===== src/rtl/iterative_muldiv.sv =====
// Iterative multiply / divide unit with MADD/MSUB accumulate.
// Resolves UNROLL quotient or product bits per clock on operand magnitudes.
module iterative_muldiv #(
   parameter int WIDTH  = 32,
   parameter int UNROLL = 1
) (
   input  logic             clk,
   input  logic             reset,
   input  logic             clear,
   input  logic             hold_result,
   input  logic [3:0]       muldiv_op,
   input  logic [WIDTH-1:0] rs,
   input  logic [WIDTH-1:0] rt,
   input  logic [WIDTH-1:0] hi_in,
   input  logic [WIDTH-1:0] lo_in,
   output logic [WIDTH-1:0] hi_out,
   output logic [WIDTH-1:0] lo_out,
   output logic             wait_result,
   output logic             busy
);

   localparam int N  = WIDTH / UNROLL;
   localparam int CW = (N > 1) ? $clog2(N) : 1;

   typedef enum logic [1:0] {S_IDLE, S_RUN, S_DONE} state_t;

   state_t               r_state, w_state_nxt;
   logic [CW-1:0]        r_cnt;
   logic                 r_div, r_madd, r_msub, r_neg_p, r_neg_r;
   logic [WIDTH-1:0]     r_h, r_l, r_d;
   logic [2*WIDTH-1:0]   r_acc;

   logic                 w_valid, w_is_div, w_signed, w_dbz, w_start;
   logic                 w_rs_neg, w_rt_neg;
   logic [WIDTH-1:0]     w_rs_mag, w_rt_mag;
   logic [WIDTH-1:0]     w_sh, w_sl;
   logic [WIDTH:0]       w_ss;
   logic [2*WIDTH-1:0]   w_prod, w_res;

   assign w_valid  = (muldiv_op >= 4'd1) && (muldiv_op <= 4'd8);
   assign w_is_div = (muldiv_op == 4'd3) || (muldiv_op == 4'd4);
   assign w_signed = w_valid && muldiv_op[0];
   assign w_rs_neg = w_signed && rs[WIDTH-1];
   assign w_rt_neg = w_signed && rt[WIDTH-1];
   assign w_rs_mag = w_rs_neg ? -rs : rs;
   assign w_rt_mag = w_rt_neg ? -rt : rt;
   assign w_dbz    = w_is_div && (rt == '0);
   assign w_start  = (r_state == S_IDLE) && w_valid && !clear;
   assign busy     = (r_state == S_RUN);

   // Multiply shifts the product right through {h,l}; divide shifts {rem,quot} left.
   always_comb begin
      w_sh = r_h;
      w_sl = r_l;
      w_ss = '0;
      for (int k = 0; k < UNROLL; k++) begin
         if (r_div) begin
            w_ss = {w_sh, w_sl[WIDTH-1]};
            w_sl = {w_sl[WIDTH-2:0], 1'b0};
            if (w_ss >= {1'b0, r_d}) begin
               w_ss    = w_ss - {1'b0, r_d};
               w_sl[0] = 1'b1;
            end
            w_sh = w_ss[WIDTH-1:0];
         end else begin
            w_ss = {1'b0, w_sh} + (w_sl[0] ? {1'b0, r_d} : '0);
            w_sl = {w_ss[0], w_sl[WIDTH-1:1]};
            w_sh = w_ss[WIDTH:1];
         end
      end
   end

   always_comb begin
      w_prod = {w_sh, w_sl};
      if (r_neg_p) w_prod = -w_prod;
      if (r_div) begin
         w_res = {r_neg_r ? -w_sh : w_sh, r_neg_p ? -w_sl : w_sl};
      end else if (r_madd) begin
         w_res = r_acc + w_prod;
      end else if (r_msub) begin
         w_res = r_acc - w_prod;
      end else begin
         w_res = w_prod;
      end
   end

   always_comb begin
      w_state_nxt = r_state;
      wait_result = 1'b0;
      case (r_state)
         S_IDLE: begin
            if (w_start) begin
               wait_result = 1'b1;
               w_state_nxt = w_dbz ? S_DONE : S_RUN;
            end
         end
         S_RUN: begin
            if (clear) begin
               w_state_nxt = S_IDLE;
            end else begin
               wait_result = 1'b1;
               if (r_cnt == '0) w_state_nxt = S_DONE;
            end
         end
         S_DONE: begin
            if (clear || !hold_result) w_state_nxt = S_IDLE;
         end
         default: w_state_nxt = S_IDLE;
      endcase
   end

   always_ff @(posedge clk or posedge reset) begin
      if (reset) begin
         r_state <= S_IDLE;
      end else begin
         r_state <= w_state_nxt;
      end
   end

   always_ff @(posedge clk or posedge reset) begin
      if (reset) begin
         r_cnt   <= '0;
         r_div   <= 1'b0;
         r_madd  <= 1'b0;
         r_msub  <= 1'b0;
         r_neg_p <= 1'b0;
         r_neg_r <= 1'b0;
         r_h     <= '0;
         r_l     <= '0;
         r_d     <= '0;
         r_acc   <= '0;
         hi_out  <= '0;
         lo_out  <= '0;
      end else if (w_start) begin
         r_cnt   <= CW'(N - 1);
         r_div   <= w_is_div;
         r_madd  <= (muldiv_op == 4'd5) || (muldiv_op == 4'd6);
         r_msub  <= (muldiv_op == 4'd7) || (muldiv_op == 4'd8);
         r_neg_p <= w_rs_neg ^ w_rt_neg;
         r_neg_r <= w_rs_neg;
         r_h     <= '0;
         r_l     <= w_is_div ? w_rs_mag : w_rt_mag;
         r_d     <= w_is_div ? w_rt_mag : w_rs_mag;
         r_acc   <= {hi_in, lo_in};
         if (w_dbz) begin
            hi_out <= rs;
            lo_out <= '1;
         end
      end else if ((r_state == S_RUN) && !clear) begin
         r_h <= w_sh;
         r_l <= w_sl;
         if (r_cnt == '0) begin
            hi_out <= w_res[2*WIDTH-1:WIDTH];
            lo_out <= w_res[WIDTH-1:0];
         end else begin
            r_cnt <= r_cnt - CW'(1);
         end
      end
   end

endmodule


===== config.mk =====
export PLATFORM = sky130hd
export DESIGN_NAME = iterative_muldiv
export DESIGN_NICKNAME = d
export VERILOG_FILES = /design/src/rtl/iterative_muldiv.sv
export SDC_FILE = /design/constraint.sdc
export NUM_CORES = 1
export LEC_CHECK = 0
export ABC_CLOCK_PERIOD_IN_PS = 8150
export CAP_MARGIN = 30
export CORE_MARGIN = 2
export CORE_UTILIZATION = 55
export DETAILED_ROUTE_END_ITERATION = 8
export PLACE_DENSITY = 0.79
export SETUP_SLACK_MARGIN = 0.5
export SLEW_MARGIN = 30
export SYNTH_ARGS = -nofsm -noshare
export SYNTH_HDL_FRONTEND = slang
export SYNTH_SLANG_ARGS = --single-unit

===== constraint.sdc =====
create_clock -name clk -period 8.15 [get_ports clk]
set_clock_uncertainty 0.15 [all_clocks]
set_input_delay 1.63 -clock clk [delete_from_list [all_inputs] [get_ports clk]]
set_output_delay 1.63 -clock clk [all_outputs]
set_load 0.01 [all_outputs]

* Word level (Yosys, flattened, before mapping)
Cells that the tools add are included.
W data, S select, Z words.
** Operators by class
- Multiplexer cells :: 39
- Reductions and logical operators :: 22
- Order comparisons :: 3
- Equal/unequal tests :: 13
- Bitwise logic cells :: 1
- Add/sub/neg operators :: 10
** Operator list (number)
- $mux W32 :: 22
- $mux W64 :: 4
- $neg A32 Y32 :: 4
- $add A64 B64 Y64 :: 1
- $neg A64 Y64 :: 1
- $sub A64 B64 Y64 :: 1
- $add A32 B32 Y33 :: 1
- $ge A33 B32 Y1 :: 1
- $logic_not A32 Y1 :: 1
- $sub A32 B32 Y32 :: 1
- $eq A4 B3 Y1 const B :: 4
- $mux W5 :: 3
- $mux W2 :: 5
- $logic_and A1 B1 Y1 :: 8
- $ne A2 B2 Y1 const B :: 4
- $pmux W2 S3 :: 1
- $reduce_and A3 Y1 :: 2
- $logic_not A5 Y1 :: 1
- $sub A5 B1 Y5 const B :: 1
- $eq A4 B2 Y1 const B :: 1
- $eq A4 B4 Y1 const B :: 1
- $ge A4 B1 Y1 const B :: 1
- $le A4 B4 Y1 const B :: 1
- $logic_or A1 B1 Y1 :: 4
- other kinds (10) :: 14
** Word-level totals
- Bits of input ports :: 136
- Logic and storage cells :: 101
- Flip-flop bits (word level) :: 236

* Depth between registers and ports, before layout
- Word-level depth :: 12
- Mapped depth :: 37

* Worst setup path after synthesis
Ideal clock, no wire load.
- Path kind :: register to register
- From :: register r_div
- To :: register hi_out[26]
- Library setup time :: 124 ps
- Setup slack :: 216 ps
- Arrival time :: 7660 ps
- Stages on the path, launching flop included :: 31
- Data required time :: 7876 ps
- Clock period less this slack :: 7934 ps
- Buffers on the path :: 13
- Cell sequence :: dfrtp_1 buf_2 buf_1 buf_2 buf_2 buf_1 buf_1 clkbuf_1 buf_1 buf_2 buf_1 clkbuf_1 buf_1 a21oi_1 ha_1 clkbuf_1 nor2b_1 o311ai_0 o21ai_0 a211o_1 o311a_1 o41ai_1 a21oi_1 a21oi_1 o21ai_0 a211oi_1 o41ai_1 xnor2_1 a221o_1 a21oi_1 o21ai_1
** On the way
- Longest elaborated chain between the ends :: 10
- Elaborated cells on any way between the ends :: 14
- Classes of those cells :: add/sub (4); mux (10)
** RTL lines
- from (decl) :: RTL line 29 : logic r_div, r_madd, r_msub, r_neg_p, r_neg_r;
- from (signal assigned) :: RTL line 136 : r_div <= w_is_div;
- $mux W32 :: RTL line 57 : if (r_div) begin
- $neg A64 Y64 :: RTL line 75 : if (r_neg_p) w_prod = -w_prod;
- $mux W64 :: RTL line 75
- $sub A64 B64 Y64 :: RTL line 81 : w_res = r_acc - w_prod;
- $mux W64 :: RTL line 80 : end else if (r_msub) begin
- $mux W64 :: RTL line 78 : end else if (r_madd) begin
- $mux W64 * :: RTL line 76 : if (r_div) begin
- $mux W32 * :: RTL line 152 : if (r_cnt == '0) begin
- $mux W32 * :: RTL line 149 : end else if ((r_state == S_RUN) && !clear) begin
- $mux W32 * :: RTL line 134 : end else if (w_start) begin
- to (signal assigned) :: RTL line 146 : hi_out <= rs;
- to (signal assigned) :: RTL line 153 : hi_out <= w_res[2*WIDTH-1:WIDTH];
- to (decl) :: RTL line 16 : output logic [WIDTH-1:0] hi_out,
Every way passes the cells marked *; elsewhere a longest branch is shown, timed or not. The select of a mux whose other input is x is not followed.
A chain may end at the register's enable or synchronous reset.

* Worst setup path in the final report
- From :: register r_d[10]
- To :: register hi_out[31]
** On the way
- Longest elaborated chain between the ends :: 12
- Elaborated cells on any way between the ends :: 20
- Classes of those cells :: add/sub (6); order compare (1); mux (13)
** RTL lines
- from (decl) :: RTL line 30 : logic [WIDTH-1:0] r_h, r_l, r_d;
- from (signal assigned) :: RTL line 143 : r_d <= w_is_div ? w_rt_mag : w_rs_mag;
- $mux W32 (tied with other cells) :: RTL line 66 : w_ss = {1'b0, w_sh} + (w_sl[0] ? {1'b0, r_d} : '0);
- $add A32 B32 Y33 (tied with other cells) :: RTL line 66
- $mux W32 :: RTL line 57
- $neg A64 Y64 :: RTL line 75
- $mux W64 :: RTL line 75
- $sub A64 B64 Y64 :: RTL line 81
- $mux W64 :: RTL line 80
- $mux W64 :: RTL line 78
- $mux W64 * :: RTL line 76
- $mux W32 * :: RTL line 152
- $mux W32 * :: RTL line 149
- $mux W32 * :: RTL line 134
Marked as above.

==> qor.log <==
qor: detailed_routing.drtIter0Drc 4049
qor: synthesis.synth_simple_gate_area_share 0.212
qor: clock_tree.clock_tree_from_tritoncts done
qor: die.ios 202
qor: power.worst_ir_drop_vdd 0.000522 V
qor: placement.routabilityCongestion 1.04
qor: power.power 16.9 mW
qor: detailed_routing.wire_per_inst 25.2 um
qor: finish.final_layout_size_suffix_gt1_frac 0.155
qor: worst_setup_path.path_common_cell sky130_fd_sc_hd__buf_4
qor: worst_setup_path.critical_path_peak_fanout 5
qor: detailed_routing.drt_pass1_iterations 8
qor: clock_tree.worstSkewPairLatency 0.61 ns
qor: clock_tree.clock_path_buffers 3
qor: finish.final_cell_count_no_fill 4660
qor: timing.grt_setup_unrepaired true
qor: timing.report.final.hold_viol_count 0
qor: synthesis.synth_top_cells_by_area sky130_fd_sc_hd__dfrtp_1 (22%), sky130_fd_sc_hd__ha_1 (9.7%), sky130_fd_sc_hd__nand2_1 (7.4%), sky130_fd_sc_hd__a21oi_1 (6.2%), sky130_fd_sc_hd__o21ai_0 (5.0%)
qor: synthesis.synth-warning-count 0
qor: synthesis.yosys.area.top_type_share 0.221
qor: timing.max_freq 130 MHz
qor: detailed_routing.finalWirelength 117000 um
qor: die.core_area 0.0478 mm2
qor: finish.fin_nets 4362
qor: power.power-per-cell-area 506 mW/mm2
qor: synthesis.ys_seq_elements 236
qor: worst_setup_path.worst-endpoint-arrival 8.10 ns
qor: global_route.grt_pass1_vias 28600
qor: placement.hpwl_dp 88100 um
qor: synthesis.synth.yosys.seq_area_share 0.221
qor: global_route.maximum_number_of_pins_on_one_net_before_global_route_repair 133
qor: detailed_routing.total_number_of_vias 31000
qor: die.floorplan.die.width 224 um
qor: clock_tree.number_of_hold_buffers_added_after_cts 0
qor: synthesis.synth_top_area_cell sky130_fd_sc_hd__dfrtp_1
qor: global_route.grt_overflow_total 0
qor: finish.synthToLayoutAreaGrowth 25.4%
qor: synthesis.syn_avg_cell_area 7.28 um2
qor: synthesis.yosysUniqueCellTypes 98
qor: synthesis.post_synthesis_instance_total 3666
qor: clock_tree.clkSinkCount 236
qor: synthesis.synth-xor-area-share 0.0805
qor: worst_setup_path.timing.critical_path.to_type register
qor: timing.setup_total_negative_slack 0 ns
qor: clock_tree.cts_root_buf sky130_fd_sc_hd__clkbuf_16
qor: global_route.antenna_found_initial 6
qor: timing.min_period 7.72 ns
qor: detailed_routing.drcViolationCount 0
qor: worst_setup_path.timing.critical_path.required 8.54 ns
qor: global_route.global_route_wire_length_before_repair 174000 um
qor: worst_setup_path.reg2reg_setup_slack 0.43 ns
qor: synthesis.most_used_standard_cell_by_instance_count_after_synthesis sky130_fd_sc_hd__nand2_1
qor: detailed_routing.viasPerCell 6.65
qor: worst_setup_path.critical_path.max_stage_delay 0.57 ns
qor: synthesis.asyncSetResetFlopFracSynth 1.00
qor: worst_setup_path.cpMaxStageDelayCell sky130_fd_sc_hd__nor4_1
qor: die.start_util 0.558
qor: die.die-area 0.0503 mm2
qor: die.die_height 224 um
qor: clock_tree.numCtsBuffers 31
qor: status.run_status finished clean
qor: synthesis.post_synthesis_adder_cell_area_fraction 0.100
qor: synthesis.synth-compound-area-share 0.305
qor: timing.timing_worst_slew_pin_value 1.09 ns
qor: timing.fraction_of_the_cycle_the_final_worst_path_needs 0.947
qor: run.max-cap-violations 0
qor: synthesis.mappedNetlistArea 0.0267 mm2
qor: worst_hold_path.min-delay-path-class register to register
qor: clock_tree.path_clk_slew 0.06 ns
qor: synthesis.synth-main-ff-cell sky130_fd_sc_hd__dfrtp_1
qor: global_route.groute.usage.overall 0.449
qor: timing.slew_headroom 0.254
qor: detailed_routing.detail-route-antenna-nets 0
qor: timing.timing_max_transition_violations_final 0
qor: synthesis.synth_edf_count 0
qor: synthesis.muxShareOfSynthArea 0.0198
qor: clock_tree.h-tree-depth 1
qor: die.num_rows 80
qor: synthesis.synth.top_cells.by_count sky130_fd_sc_hd__nand2_1 (527), sky130_fd_sc_hd__a21oi_1 (332), sky130_fd_sc_hd__nor2_1 (319), sky130_fd_sc_hd__o21ai_0 (267), sky130_fd_sc_hd__dfrtp_1 (236)
qor: synthesis.largest_family_of_logic_cells_by_synthesized_area compound AO/OA/AOI/OAI gates
qor: worst_setup_path.timing.critical_path.from_type register
qor: placement.placement.io_buffers 201
qor: timing.finalSetupViolations 0
qor: placement.numPlacedInstances 4531
qor: timing.hold_slack 0.336 ns
qor: worst_setup_path.timing.setup.critical_path_class register to register
qor: synthesis.syn-num-nets 4013
qor: power.cellLeakagePower 14.6 nW
report_power, final:
group	internal, mW	switching (mW)
clock	0.879	0.617
combinational	5.59	8.04
sequential	1.45	0.359
total	7.92	9.02
cell type report:
class / count / area [um2]
flip-flops and latches: 236 / 5920
inverters: 200 / 754
multi-input cells: 3004 / 20300
clock buffers: 36 / 825
diodes: 5 / 12.5
well taps: 615 / 769
clock inverters: 22 / 253
fillers: 4069 / 14400
repair buffers: 542 / 4660
placed cells by master, fill, tap and decap left out, types with 13 or more instances in the layout:
cell type,count
sky130_fd_sc_hd__a211o_1,14
sky130_fd_sc_hd__a211oi_1,43
sky130_fd_sc_hd__a21o_1,67
sky130_fd_sc_hd__a21oi_1,315
sky130_fd_sc_hd__a21oi_2,15
sky130_fd_sc_hd__a221oi_1,28
sky130_fd_sc_hd__a22o_1,19
sky130_fd_sc_hd__a31oi_1,39
sky130_fd_sc_hd__and2_1,45
sky130_fd_sc_hd__and3_1,17
sky130_fd_sc_hd__buf_4,328
sky130_fd_sc_hd__clkbuf_16,31
sky130_fd_sc_hd__clkdlybuf4s50_1,201
sky130_fd_sc_hd__dfrtp_1,227
sky130_fd_sc_hd__ha_1,179
sky130_fd_sc_hd__ha_4,20
sky130_fd_sc_hd__inv_1,189
sky130_fd_sc_hd__mux2i_1,45
sky130_fd_sc_hd__nand2_1,523
sky130_fd_sc_hd__nand2b_1,28
sky130_fd_sc_hd__nand3_1,57
sky130_fd_sc_hd__nand3b_1,13
sky130_fd_sc_hd__nand4_1,25
sky130_fd_sc_hd__nor2_1,309
sky130_fd_sc_hd__nor2b_1,28
sky130_fd_sc_hd__nor3_1,64
sky130_fd_sc_hd__nor4_1,22
sky130_fd_sc_hd__o211ai_1,80
sky130_fd_sc_hd__o21a_1,20
sky130_fd_sc_hd__o21ai_0,251
sky130_fd_sc_hd__o21ai_1,24
sky130_fd_sc_hd__o21bai_1,43
sky130_fd_sc_hd__o221ai_1,15
sky130_fd_sc_hd__o22ai_1,27
sky130_fd_sc_hd__o31ai_1,40
sky130_fd_sc_hd__or2_2,13
sky130_fd_sc_hd__or3_1,30
sky130_fd_sc_hd__xnor2_1,125
sky130_fd_sc_hd__xor2_1,96
repair_timing:
item	CTS	global route
endpoints found under the setup margin	17	30
setup buffers	39	26
cloned	1	0
pin swaps	27	61
resized for setup	50	166
cell families (layout without fill, tap and decap cells):
logic type	count (synthesis)	in the layout
compound gates	1247	1247
xor+xnor	242	242
fa+ha+maj	211	211
buf+inv	426	800
flops	236	236
mux	52	52
other cells	0	5
simple gates	1252	1252
metrics by stage:
stage / utilization / worst slack [ns] / area [um2]
after CTS: 0.677 / 0.472 / 32400
after detailed placement: 0.643 / 0.0189 / 30800
after global placement: 0.643 / 0.224 / 30800
final: 0.699 / 0.433 / 33500
after global routing: 0.699 / 0.181 / 33500
after floorplan: - / 0.512 / 26700
flip-flops by register name, summed over array words and instances, names as in the netlist:
signal and count:
hi_out 32, lo_out 32, r_acc 64, r_cnt 5, r_d 32, r_div 1, r_h 32, r_l 32
r_madd 1, r_msub 1, r_neg_p 1, r_neg_r 1, r_state 2
layer usage:
metal	part of all wire	up-vias	GRT usage
met4	0.065	2	0.240
met1	0.39	14700	0.589
met3	0.12	393	0.121
li1	-	13900	-
met5	0.000043	-	0
met2	0.42	2005	0.676
worst max-delay path: cells and delay by family, from the launching register on:
kind            cells  cell delay [ns]
compound gates      9             1.97
xor+xnor            1             0.38
fa+ha+maj           2             0.63
mux                 1             0.32
flops               1             0.39
simple gates        5             1.56
buf+inv            18             2.22
path summary, 6_finish.rpt:
path                                       startpoint                endpoint  depth (start not counted)
worst max-delay path              r_d[10]$_DFFE_PP0P_  hi_out[31]$_DFFE_PP0P_                         36
worst min-delay path            lo_out[9]$_DFFE_PP0P_   lo_out[9]$_DFFE_PP0P_                          1
worst max register to register    r_d[10]$_DFFE_PP0P_  hi_out[31]$_DFFE_PP0P_                         36
worst min register to register  lo_out[9]$_DFFE_PP0P_   lo_out[9]$_DFFE_PP0P_                          1
max in group asynchronous                       reset     r_h[20]$_DFFE_PP0P_                          3
min in group asynchronous                       reset    r_cnt[2]$_DFFE_PP0P_                          2
Power figures use the tool's default switching activity.
